===== config.mk =====
export PLATFORM = sky130hd
export DESIGN_NAME = boot_reset_seq_flat
export DESIGN_NICKNAME = d
export VERILOG_FILES = /design/src/rtl/boot_reset_seq_pkg.sv /design/src/rtl/boot_reset_seq_if.sv /design/src/rtl/boot_reset_seq_edge_det.sv /design/src/rtl/boot_reset_seq.sv /design/src/flat_wrapper.sv
export SDC_FILE = /design/constraint.sdc
export NUM_CORES = 1
export LEC_CHECK = 0
export ABC_AREA = 1
export ABC_CLOCK_PERIOD_IN_PS = 2200
export CAP_MARGIN = 10
export CORE_AREA = 2 2 93 95
export DETAILED_ROUTE_END_ITERATION = 10
export DIE_AREA = 0 0 95 97
export PLACE_DENSITY = 0.6
export SKIP_LAST_GASP = 1
export SYNTH_ARGS = -nofsm -noshare
export SYNTH_HDL_FRONTEND = slang
export SYNTH_SLANG_ARGS = --single-unit
export TNS_END_PERCENT = 1

===== constraint.sdc =====
create_clock -name clk_sys -period 2.2 [get_ports clk_sys]
set_clock_uncertainty 0.05 [all_clocks]
set_input_delay 0.66 -clock clk_sys [delete_from_list [all_inputs] [get_ports clk_sys]]
set_output_delay 0.66 -clock clk_sys [all_outputs]
set_load 0.005 [all_outputs]

===== src/rtl/boot_reset_seq_pkg.sv =====
// Shared types and helpers for the boot/reset sequencer.
// The state enum, default stretch length and counter sizing live here.
package boot_pkg;

  typedef enum logic [1:0] {
    S_WAIT    = 2'd0,
    S_DL      = 2'd1,
    S_STRETCH = 2'd2,
    S_RUN     = 2'd3
  } state_t;

  localparam int DEF_STRETCH_CYCLES = 1024;

  // Bits needed to hold a down-counter that starts at n-1 (at least 1 bit).
  function automatic int cnt_width(input int n);
    return (n <= 2) ? 1 : $clog2(n);
  endfunction

endpackage


===== src/rtl/boot_reset_seq_if.sv =====
// data_io download bus as seen by the sequencer: download level, image index, byte strobe.
interface boot_if;
  logic       ioctl_download;
  logic [7:0] ioctl_index;
  logic       ioctl_wr;

  modport master (output ioctl_download, ioctl_index, ioctl_wr);
  modport slave  (input  ioctl_download, ioctl_index, ioctl_wr);
endinterface


===== src/rtl/boot_reset_seq_edge_det.sv =====
// Registered level follower with rise/fall strobes.
// The first cycle after reset only captures the input, so a level already high produces no rise.
module edge_det (
  input  logic clk,
  input  logic reset,
  input  logic d,
  output logic q,
  output logic rise,
  output logic fall
);

  logic armed;

  always_ff @(posedge clk) begin
    if (reset) begin
      q     <= 1'b0;
      armed <= 1'b0;
    end else begin
      q     <= d;
      armed <= 1'b1;
    end
  end

  assign rise = armed &  d & ~q;
  assign fall = armed & ~d &  q;

endmodule


===== src/rtl/boot_reset_seq.sv =====
// Boot/reset sequencer: keeps the core in reset until the required images are loaded,
// stretches every reset request, and optionally holds reset during selected downloads.
module boot_reset_seq
  import boot_pkg::*;
#(
  parameter int                    NUM_IMAGES     = 4,
  parameter logic [NUM_IMAGES-1:0] REQ_MASK       = 4'b0001,
  parameter logic [NUM_IMAGES-1:0] HOLD_MASK      = 4'b0001,
  parameter int                    STRETCH_CYCLES = DEF_STRETCH_CYCLES,
  parameter int                    CNT_W          = 25
) (
  input  logic                  clk_sys,
  input  logic                  reset,
  boot_if.slave                 ioctl,
  input  logic                  req_reset,
  output logic                  core_reset,
  output logic [NUM_IMAGES-1:0] images_loaded,
  output logic                  all_required,
  output logic                  dl_active,
  output logic [CNT_W-1:0]      dl_bytes,
  output logic                  dl_empty
);

  localparam int            SW     = cnt_width(STRETCH_CYCLES);
  localparam logic [SW-1:0] RELOAD = SW'(STRETCH_CYCLES - 1);

  state_t                  state;
  state_t                  entry_state;
  logic [SW-1:0]           cnt;
  logic [7:0]              idx;
  logic                    dl_rise;
  logic                    dl_fall;
  logic                    idx_held;
  logic [NUM_IMAGES-1:0]   idx_onehot;
  logic [CNT_W-1:0]        bytes_inc;
  logic                    final_nz;
  logic [NUM_IMAGES-1:0]   loaded_upd;
  logic                    all_upd;

  edge_det u_dl_edge (
    .clk   (clk_sys),
    .reset (reset),
    .d     (ioctl.ioctl_download),
    .q     (dl_active),
    .rise  (dl_rise),
    .fall  (dl_fall)
  );

  // Out-of-range indices match no bit, so they are neither held nor recorded.
  always_comb begin
    idx_onehot = '0;
    idx_held   = 1'b0;
    for (int i = 0; i < NUM_IMAGES; i++) begin
      if (idx == 8'(i)) begin
        idx_onehot[i] = 1'b1;
        idx_held      = HOLD_MASK[i];
      end
    end
  end

  always_comb begin
    bytes_inc  = (dl_bytes == '1) ? dl_bytes : dl_bytes + CNT_W'(1);
    final_nz   = (dl_bytes != '0) || ioctl.ioctl_wr;
    loaded_upd = images_loaded | (final_nz ? idx_onehot : '0);
    all_upd    = (loaded_upd & REQ_MASK) == REQ_MASK;
  end

  assign all_required = (images_loaded & REQ_MASK) == REQ_MASK;

  always_ff @(posedge clk_sys) begin
    if (reset) begin
      state         <= S_WAIT;
      entry_state   <= S_WAIT;
      core_reset    <= 1'b1;
      images_loaded <= '0;
      dl_bytes      <= '0;
      dl_empty      <= 1'b0;
      cnt           <= RELOAD;
      idx           <= '0;
    end else begin
      dl_empty <= 1'b0;

      // core_reset follows the state one cycle late; an unheld download keeps its entry value.
      case (state)
        S_WAIT, S_STRETCH: core_reset <= 1'b1;
        S_RUN:             core_reset <= 1'b0;
        S_DL:              if (idx_held) core_reset <= 1'b1;
        default:           core_reset <= 1'b1;
      endcase

      if (dl_rise) begin
        state       <= S_DL;
        entry_state <= state;
        idx         <= ioctl.ioctl_index;
        dl_bytes    <= '0;
      end else begin
        case (state)
          S_WAIT: begin
            if (all_required) begin
              state <= S_STRETCH;
              cnt   <= RELOAD;
            end
          end
          S_DL: begin
            if (ioctl.ioctl_wr) dl_bytes <= bytes_inc;
            if (dl_fall) begin
              images_loaded <= loaded_upd;
              dl_empty      <= ~final_nz;
              if (!all_upd) begin
                state <= S_WAIT;
              end else if (!idx_held && entry_state == S_RUN) begin
                state <= S_RUN;
              end else begin
                state <= S_STRETCH;
                cnt   <= RELOAD;
              end
            end
          end
          S_STRETCH: begin
            if (req_reset)        cnt   <= RELOAD;
            else if (cnt == '0)   state <= S_RUN;
            else                  cnt   <= cnt - SW'(1);
          end
          S_RUN: begin
            if (req_reset) begin
              state <= S_STRETCH;
              cnt   <= RELOAD;
            end
          end
          default: state <= S_WAIT;
        endcase
      end
    end
  end

endmodule


===== src/flat_wrapper.sv =====
// flat-port wrapper written by rule: the top's interface ports become plain ports
module boot_reset_seq_flat import boot_pkg::*;
#(
  parameter int                    NUM_IMAGES     = 4,
  parameter logic [NUM_IMAGES-1:0] REQ_MASK       = 4'b0001,
  parameter logic [NUM_IMAGES-1:0] HOLD_MASK      = 4'b0001,
  parameter int                    STRETCH_CYCLES = DEF_STRETCH_CYCLES,
  parameter int                    CNT_W          = 25
)
  (clk_sys, reset, req_reset, core_reset, images_loaded, all_required, dl_active, dl_bytes, dl_empty, ioctl_ioctl_download, ioctl_ioctl_index, ioctl_ioctl_wr);
  boot_if ioctl_i ();
  input  logic clk_sys;
  input  logic reset;
  input  logic req_reset;
  output logic core_reset;
  output logic [NUM_IMAGES-1:0] images_loaded;
  output logic all_required;
  output logic dl_active;
  output logic [CNT_W-1:0] dl_bytes;
  output logic dl_empty;
  input wire logic [$bits(ioctl_i.ioctl_download)-1:0] ioctl_ioctl_download;
  input wire logic [$bits(ioctl_i.ioctl_index)-1:0] ioctl_ioctl_index;
  input wire logic [$bits(ioctl_i.ioctl_wr)-1:0] ioctl_ioctl_wr;
  assign ioctl_i.ioctl_download = ioctl_ioctl_download;
  assign ioctl_i.ioctl_index = ioctl_ioctl_index;
  assign ioctl_i.ioctl_wr = ioctl_ioctl_wr;
  boot_reset_seq #(.NUM_IMAGES(NUM_IMAGES), .REQ_MASK(REQ_MASK), .HOLD_MASK(HOLD_MASK), .STRETCH_CYCLES(STRETCH_CYCLES), .CNT_W(CNT_W)) u_core (.clk_sys(clk_sys), .reset(reset), .ioctl(ioctl_i), .req_reset(req_reset), .core_reset(core_reset), .images_loaded(images_loaded), .all_required(all_required), .dl_active(dl_active), .dl_bytes(dl_bytes), .dl_empty(dl_empty));
endmodule

# Word level (Yosys, flattened, before mapping)

Cells that the tools add are included.

Flip-flop bits (word level): 55
Word-level logic and storage cells: 90
Input bits: 13
Output and inout bits: 33

Add/sub/neg operators: 2
Equal/unequal tests: 22
Bitwise operators: 12
Mux-type cells: 28
Reduce and logical (&&, ||, !) cells: 15

Operator list:

| kind                                                                 | number |
|---|---|
| 10-bit 2-to-1 mux                                                    | 7 |
| 10-bit one-hot mux with 4 select lines                               | 1 |
| 25-bit by 1-bit adder with 25-bit output, second input constant      | 1 |
| 25-bit == test, second input constant                                | 1 |
| 25-bit nonzero test                                                  | 1 |
| 8-bit by 2-bit == test with 1-bit output, second input constant      | 2 |
| 2-bit 2-to-1 mux                                                     | 6 |
| 1-bit 2-to-1 mux                                                     | 11 |
| 10-bit zero test                                                     | 1 |
| 2-bit by 1-bit != test with 1-bit output, second input constant      | 5 |
| 5-bit AND reduction                                                  | 2 |
| 10-bit by 1-bit subtractor with 10-bit output, second input constant | 1 |
| 3-bit by 1-bit != test with 1-bit output, second input constant      | 3 |
| 8-bit by 1-bit == test with 1-bit output, second input constant      | 1 |
| 8-bit zero test                                                      | 1 |
| 2-bit one-hot mux with 4 select lines                                | 1 |
| 1-bit NOT                                                            | 7 |
| 7-bit AND reduction                                                  | 1 |
| 2-bit == test, second input constant                                 | 3 |
| 2-bit != test, second input constant                                 | 3 |
| 3-bit by 2-bit != test with 1-bit output, second input constant      | 2 |
| 3-bit AND reduction                                                  | 2 |
| 1-bit AND                                                            | 4 |
| 4-bit 2-to-1 mux                                                     | 1 |
| 10 further kinds                                                     | 11 |

# Longest topological paths before layout

Gate-level depths: netlist of the first run.

Depth in word-level cells: 12
Depth in mapped cells: 12
Gate-level depth less buffers: 12

# Hierarchy

Synthesis of the first run repeated with hierarchy kept, for this count alone.

Cell total of the unflattened synthesis: 511
Area total of the unflattened synthesis: 3239.4 um2

Modules (own cells, without submodules):

| module         | sequential area each (um2) | area each (um2) | instances | cells each |
|---|---|---|---|---|
| boot_reset_seq | 1061.0                     | 3173.0          | 1         | 502 |
| edge_det       | 40.0                       | 66.3            | 1         | 9 |

# Worst setup path before layout of the first run

OpenSTA, ideal clock, no wires.

Kind: input to register
Start point: in ioctl_ioctl_download
End point: reg u_core.dl_bytes[0]
Setup slack: 376 ps
Cell stages on the path: 7
Setup time: 134 ps
Arrival time: 1640 ps
Path through: nand2_1 > or2_2 > clkinv_1 > nor2_1 > inv_2 > clkbuf_1 > a21oi_1

Word-level cells in the longest chain between the ends: 3

RTL lines:

| what                         | line                          | RTL |
|---|---|---|
| from (decl)                  | flat_wrapper.sv:21            | `input wire logic [$bits(ioctl_i.ioctl_download)-1:0] ioctl_ioctl_download;` |
| 1-bit AND (2 in a row)       | boot_reset_seq_edge_det.sv:24 | `assign rise = armed & d & ~q;` |
| 2-bit OR reduction (no line) | -                             |  |
| to (signal assigned)         | boot_reset_seq.sv:105         | `if (ioctl.ioctl_wr) dl_bytes <= bytes_inc;` |
| to (decl)                    | boot_reset_seq.sv:20          | `output logic [CNT_W-1:0] dl_bytes,` |

Every way passes these cells.
A chain may end at the register's enable or synchronous reset.

# Worst setup path in the final report of the first run

Start point: reg u_core.dl_bytes[2]
End point: out dl_bytes[2]

RTL lines:

| what      | line               | RTL |
|---|---|---|
| to (decl) | flat_wrapper.sv:19 | `output logic [CNT_W-1:0] dl_bytes;` |

No word-level cell between the ends.

==> results of run 1 <==
-- sequential cells by signal, summed over array words and instances, names as in the netlist --
register                count
u_core.dl_empty             1
u_core.cnt                 10
u_core.images_loaded        4
u_core.core_reset           1
u_core.entry_state          2
u_core.u_dl_edge.q          1
u_core.state                2
u_core.idx                  8
u_core.dl_bytes            25
u_core.u_dl_edge.armed      1
-- power groups by stage --
stage / Sequential, µW / Clock, µW / Combinational (µW)
finish: 1080 / 594 / 318
global route: 1090 / 637 / 366
CTS: 1080 / 608 / 319
detailed placement: 1100 / 0 / 318
global placement: 1100 / 0 / 309
floorplan: 1090 / 0 / 212
-- how the worst max path moves through the flow --
stage                                    start                 end  slack, ns  cells past startpoint
after floorplan           ioctl_ioctl_download  u_core.dl_bytes[0]       0.38                      7
after global placement          ioctl_ioctl_wr       u_core.cnt[1]     -0.007                     10
after CTS                   u_core.dl_bytes[2]         dl_bytes[2]       0.09                      1
after global routing        u_core.dl_bytes[2]         dl_bytes[2]       0.02                      1
final                       u_core.dl_bytes[2]         dl_bytes[2]        0.1                      1
after detailed placement        ioctl_ioctl_wr       u_core.cnt[8]      -0.03                     10
-- synthesized netlist by cell type, drive strengths merged --
master	instances	area, µm²
a21oi	40	204.0
inv	57	214.0
dfxtp	55	1101
o211ai	1	7.510
nor3	15	91.34
nand2	145	556.8
clkbuf	6	22.52
and2	1	6.260
buf	10	80.07
o21ai	17	85.08
and3	1	6.260
nor2	59	224.0
ha	8	100.1
xor2	17	148.9
or2	1	6.260
nand4	19	118.9
xnor2	1	8.760
nand3	40	210.2
clkinv	1	3.750
-- layer usage --
metal | part of all wire (%) | vias up | wire length [µm]
li1 | - | 1701 | -
met1 | 45 | 1438 | 3487
met2 | 49 | 53 | 3832
met4 | 2.8 | 0 | 220
met5 | 0 | - | 0
met3 | 3.0 | 17 | 231
-- placed cells by master, fill, tap and decap left out, drive strengths merged --
cell type      count
xnor2              1
clkdlybuf4s50     45
clkinv             2
or2                1
o211ai             1
clkbuf             5
and2               1
nand2            145
o21ai             17
xor2              17
nand3             40
and3               1
ha                 8
inv               59
dfxtp             55
nand4             19
a21oi             40
nor3              15
buf               23
nor2              59
-- layout make-up --
type	count	share of cell area (%)
clock inverter	3	0.5682
tap	105	3.314
multi-input combinational	365	44.76
inverter	58	5.492
sequential	55	27.78
clock buffer	5	1.736
timing repair buffer	68	16.35
-- cells by family after synthesis --
family / synth area share [%]
xor gates and xnor gates: 4.933
buffers and inverters: 10.02
and+or+nand+nor: 38.18
AOI/OAI and AO/OA: 9.280
adders and majority gates: 3.132
DFF: 34.46
-- stage by stage --
stage | instance area [µm²] | instances
after CTS | 3964 | 659
after global routing | 3964 | 659
final | 3964 | 659
after global placement | 3872 | 651
after detailed placement | 3872 | 651
after floorplan | 3196 | 494
-- tightest hold or removal path, stage by stage (launching register included) --
cell and delay [ns]:
dfxtp_1 0.32, inv_1 0.04, a21oi_1 0.05
==> reports/qor.txt, run 1 <==
reg2reg start: u_core.dl_bytes[0]
Syn. warnings: 0
Max Buffers Root-to-Sink: 2
fin util: 48.73%
Tightest Pin Transition: 0.3890 ns
share of cells above drive strength 1: 8.123%
P_leak: 0.001634 µW
Crit path largest cell delay: 0.56 ns
CTS tree: yes
die area: 9215 µm²
Psw: 583.9 µW
met1 usage: 21.10%
R2R depth: 12
root buffer cell: clkbuf_8
total number of vias: 3209
CTS resizes: 0
syn_area_per_cell: 6.469 µm²
post-layout min period: 2.102 ns
register-to-register setup slack: 0.33 ns
Pint: 1410 µW
clk slew on worst S/H paths: 0.10 ns
GRT overflow: 0
DP HPWL: 6109 µm
Synth cell types: 29
Bufs and invs on worst path: 1
Critical Path Start Type: flop
max cap viols: 0
Via density: 4.869
initial antenna violation count: 0
DR pass1 iterations: 4
status: completed
Top Usage Layer GRT: met2
Data arrival, critical path: 1.39 ns
Rows: 33
Worst Hold Endpoint: u_core.images_loaded[2]
first-pass GRT wire length: 13390 µm
CP Capture Type: primary output
Reg-to-Reg End: u_core.cnt[4]
CP Cell Sequence: clkdlybuf4s50_1
ANT cells: 0
Final Slew Violations: 0
Tcrit/Tclk final: 95.56%
PortBufs: 45
Gate power share: 15.9%
Seq/Total Area, Yosys: 34.46%
Initial Util: 39.29%
die span in y: 97 µm
nets: 574
Cells after Synth: 494
Clk pwr share: 29.8%
fillers: 866
RSZ-0062 raised after global routing: no
Clock Latency Late Sink: 0.31 ns
CP top delay family: buffers and inverters
peak supply drop: 0.0002805 V
Fmax: 475.7 MHz
worst endpoint required time: 1.49 ns
CTS sink cnt: 55
post-route ant nets: 0
Net Count, Synth: 515
Sw Ratio: 29.28%
core area: 8134 µm²
GR Util met3: 2.570%
DRC: 0
hold crit path type: reg -> reg
multi-input logic area: 1774 µm²
min-delay src: u_core.images_loaded[2]
Syn Std Cell Area: 3196 µm²
largest net degree at the start of global routing: 24
sequential power share: 54.3%
Hold Fails Final Rpt: 0
DRT iter0 DRCs: 84
Crit Path Category: reg -> out
Total Power: 1994 µW
Final WS setup: 0.09774 ns
htree depth: 2
wire length after detailed routing: 7771 µm
TNS Setup: 0 ns
worst hold margin: 0.4055 ns
post-CTS setup buffers: 0
FF/Latch Area: 1101 µm²
number of global-route vias before repair: 3054
num ports: 46
Final Setup Violations: 0
critical path peak fanout: 9
Max-slew headroom: 73.97%
Syn-to-layout area delta: 24.04%
hold path depth: 2
Hold-fix buffers, CTS: 0
cts bufs inserted: 5
post-place setup slack: -0.02826 ns
met2 GRT Util: 31.70%
die width: 95 µm
RD Place Congestion: 0.8817
register bit total from synthesis: 55
DR WL/cell: 11.79 µm
pwr dens: 503.1 nW/µm²
critical path's slowest cell: clkdlybuf4s50_1
overall global routing resource usage: 17.77%
Note: power is estimated with default switching activity, not from simulation.
==> run 2, diff against run 1 <==
- CORE_AREA: 2 2 93 95 -> 2 2 79 111
- DIE_AREA: 0 0 95 97 -> 0 0 81 113
- PLACE_DENSITY: 0.6 -> 0.61
==> run 2 against run 1 <==
  * First-iteration DRC count increased by 30%
  * Fmax increased by 0.40%
  * Worst setup slack improved by 0.0084 ns
  * Clock power increased by 39%
  * Wire length increased by 6.7%
  * Sequential power about the same
  * Via count increased by 1.5%
  * Power increased by 12%
  * Critical endpoint unchanged
  * Die area decreased by 0.67%
  * Sequential cell count unchanged
  * Global-route usage increased by 2.0 points
==> reports/qor.txt, run 2 (synthesized netlist as in run 1, its figures left out) <==
largest net degree at the start of global routing: 24 (unchanged)
Crit path largest cell delay: 0.56 ns (about the same)
RD Place Congestion: 0.9638 (+9.3%)
min-delay src: u_core.images_loaded[1]
max reg flops: 25 (unchanged)
ANT cells: 0 (unchanged)
CTS sink cnt: 55 (unchanged)
num ports: 46 (unchanged)
overall global routing resource usage: 19.80% (+2.0 points)
reg2reg start: u_core.dl_bytes[0]
PortBufs: 45 (unchanged)
post-route ant nets: 0 (unchanged)
Worst Hold Endpoint: u_core.images_loaded[1]
CTS resizes: 0 (unchanged)
DP HPWL: 6387 µm (+4.5%)
DP Area: 3866 µm² (-0.16%)
htree depth: 2 (unchanged)
Reg-to-Reg End: u_core.dl_bytes[21]
worst endpoint required time: 1.49 ns (about the same)
Clk pwr share: 37.1% (+7.3 points)
Crit Path Category: reg -> out
Bufs and invs on worst path: 1 (unchanged)
P_leak: 0.001655 µW (+1.3%)
most common cell after layout, fill and taps aside: nand2_1
DRC: 0 (unchanged)
Sw Ratio: 27.82% (-1.5 points)
Psw: 619.6 µW (+6.1%)
CP Cell Sequence: clkdlybuf4s50_1
Final Setup Violations: 0 (unchanged)
Pint: 1607 µW (+14%)
CTS tree: yes
Top Usage Layer GRT: met2
Hold Fails Final Rpt: 0 (unchanged)
Final WS setup: 0.1061 ns (+0.008399 ns)
fin util: 49.55% (+0.82 points)
RSZ-0062 raised after global routing: no
DR pass1 iterations: 4 (unchanged)
CP Capture Type: primary output
wire length after detailed routing: 8293 µm (+6.7%)
post-place setup slack: -0.02108 ns (+0.007177 ns)
critical path's slowest cell: clkdlybuf4s50_1
cell area after layout: 4014 µm² (+1.3%)
hold path depth: 2 (unchanged)
GR Util met3: 3.190% (+0.62 points)
Rows: 39 (+18%)
Max-slew headroom: 71.93% (-2.0 points)
CP top delay family: buffers and inverters
Hold-fix buffers, CTS: 0 (unchanged)
Largest regs: u_core.dl_bytes (25), u_core.cnt (10), u_core.idx (8)
Clock Latency Late Sink: 0.31 ns (about the same)
Critical Path Start Type: flop
core area: 8100 µm² (-0.42%)
DR WL/cell: 12.68 µm (+7.5%)
R2R depth: 9 (-3)
root buffer cell: clkbuf_16
first-pass GRT wire length: 14330 µm (+7.0%)
Syn-to-layout area delta: 25.61%
Most flops, register: u_core.dl_bytes
die area: 9153 µm² (-0.67%)
Final Slew Violations: 0 (unchanged)
sequential power share: 48.6% (-5.7 points)
Tcrit/Tclk final: 95.18% (-0.38 points)
Gate power share: 14.3% (-1.6 points)
pwr dens: 554.8 nW/µm² (+10%)
worst hold margin: 0.4017 ns (-0.003853 ns)
max cap viols: 0 (unchanged)
most frequent cells in the layout: nand2_1, nor2_1, dfxtp_1, inv_1, clkdlybuf4s50_1
Via density: 4.982 (+2.3%)
clk slew on worst S/H paths: 0.08 ns (-0.02 ns)
hold crit path type: reg -> reg
fillers: 897 (+3.6%)
Max Buffers Root-to-Sink: 2 (unchanged)
Data arrival, critical path: 1.38 ns (about the same)
Tightest Pin Transition: 0.4179 ns (+0.02889 ns)
met2 GRT Util: 35.81% (+4.1 points)
GRT overflow: 0 (unchanged)
post-CTS setup buffers: 0 (unchanged)
Fmax: 477.6 MHz (+0.40%)
die width: 81 µm (-15%)
die span in y: 113 µm (+16%)
total number of vias: 3258 (+1.5%)
DRT iter0 DRCs: 109 (+30%)
number of global-route vias before repair: 3139 (+2.8%)
critical path peak fanout: 9 (unchanged)
Initial Util: 39.45% (+0.16 points)
peak supply drop: 0.0003758 V (+34%)
status: completed
TNS Setup: 0 ns (unchanged)
initial antenna violation count: 0 (unchanged)
met1 usage: 22.06% (+0.96 points)
post-layout min period: 2.094 ns (-0.008399 ns)
register-to-register setup slack: 0.32 ns (about the same)
nets: 572 (-0.35%)
cts bufs inserted: 5 (unchanged)
share of cells above drive strength 1: 7.790% (-0.33 points)
==> run 2: cell count changes in the layout (fill, tap and decap cells not counted) <==
cell	delta
clkbuf_16	+5
clkbuf_8	-5
buf_4	-3
buf_12	+1
==> run 2: power groups by stage <==
stage	registers, µW	logic, µW	clock network (µW)
final	1080	318	827
after global routing	1090	365	893
after CTS	1080	321	848
after detailed placement	1100	319	0
after global placement	1100	311	0
after floorplan	1090	212	0
==> run 2: worst max path at each step <==
| stage | startpoint | to | slack, ns | cells past startpoint |
|---|---|---|---|---|
| finish | u_core.dl_bytes[2] | dl_bytes[2] | 0.11 | 1 |
| floorplan | ioctl_ioctl_download | u_core.dl_bytes[0] | 0.38 | 7 |
| global placement | ioctl_ioctl_wr | u_core.cnt[3] | 0.02 | 10 |
| CTS | u_core.dl_bytes[2] | dl_bytes[2] | 0.09 | 1 |
| global route | u_core.dl_bytes[2] | dl_bytes[2] | 0.04 | 1 |
| detailed placement | ioctl_ioctl_download | u_core.cnt[6] | -0.02 | 11 |
==> run 2: per-layer routing <==
| layer | wire, µm | part of all wire (%) |
|---|---|---|
| met1 | 3358 | 40 |
| met5 | 0 | 0 |
| met3 | 269 | 3.2 |
| met4 | 270 | 3.3 |
| met2 | 4394 | 53 |
==> run 2: area by class of cell <==
class,instances,area [µm²],share of cell area (%)
multi-input combinational,365,1774,44.20
timing repair buffer,66,645.6,16.08
sequential,55,1101,27.43
tap,102,127.6,3.180
clock inverter,3,22.52,0.5611
inverter,58,217.7,5.424
clock buffer,5,125.1,3.117
==> run 2: metrics by stage <==
step	instances	total power (µW)
4_1_cts	654	2251
3_3_place_gp	646	1414
2_1_floorplan	494	1306
6_report	654	2227
3_5_place_dp	646	1424
5_1_grt	654	2348
==> run 2: worst reg2reg max path: stages (launching register included) <==
cell and delay (ns):
dfxtp_1 0.49, ha_1 0.25, and3_1 0.20, nand2_2 0.11
inv_2 0.09, nand3_2 0.10, nand2_4 0.09, buf_4 0.20
nand2_1 0.07, a21oi_1 0.16
==> run 3, diff against run 2 <==
- ABC_CLOCK_PERIOD_IN_PS: 2200 -> default
==> results of run 3 <==
No change in the layout: final DEF, timing and power equal those of run 2.
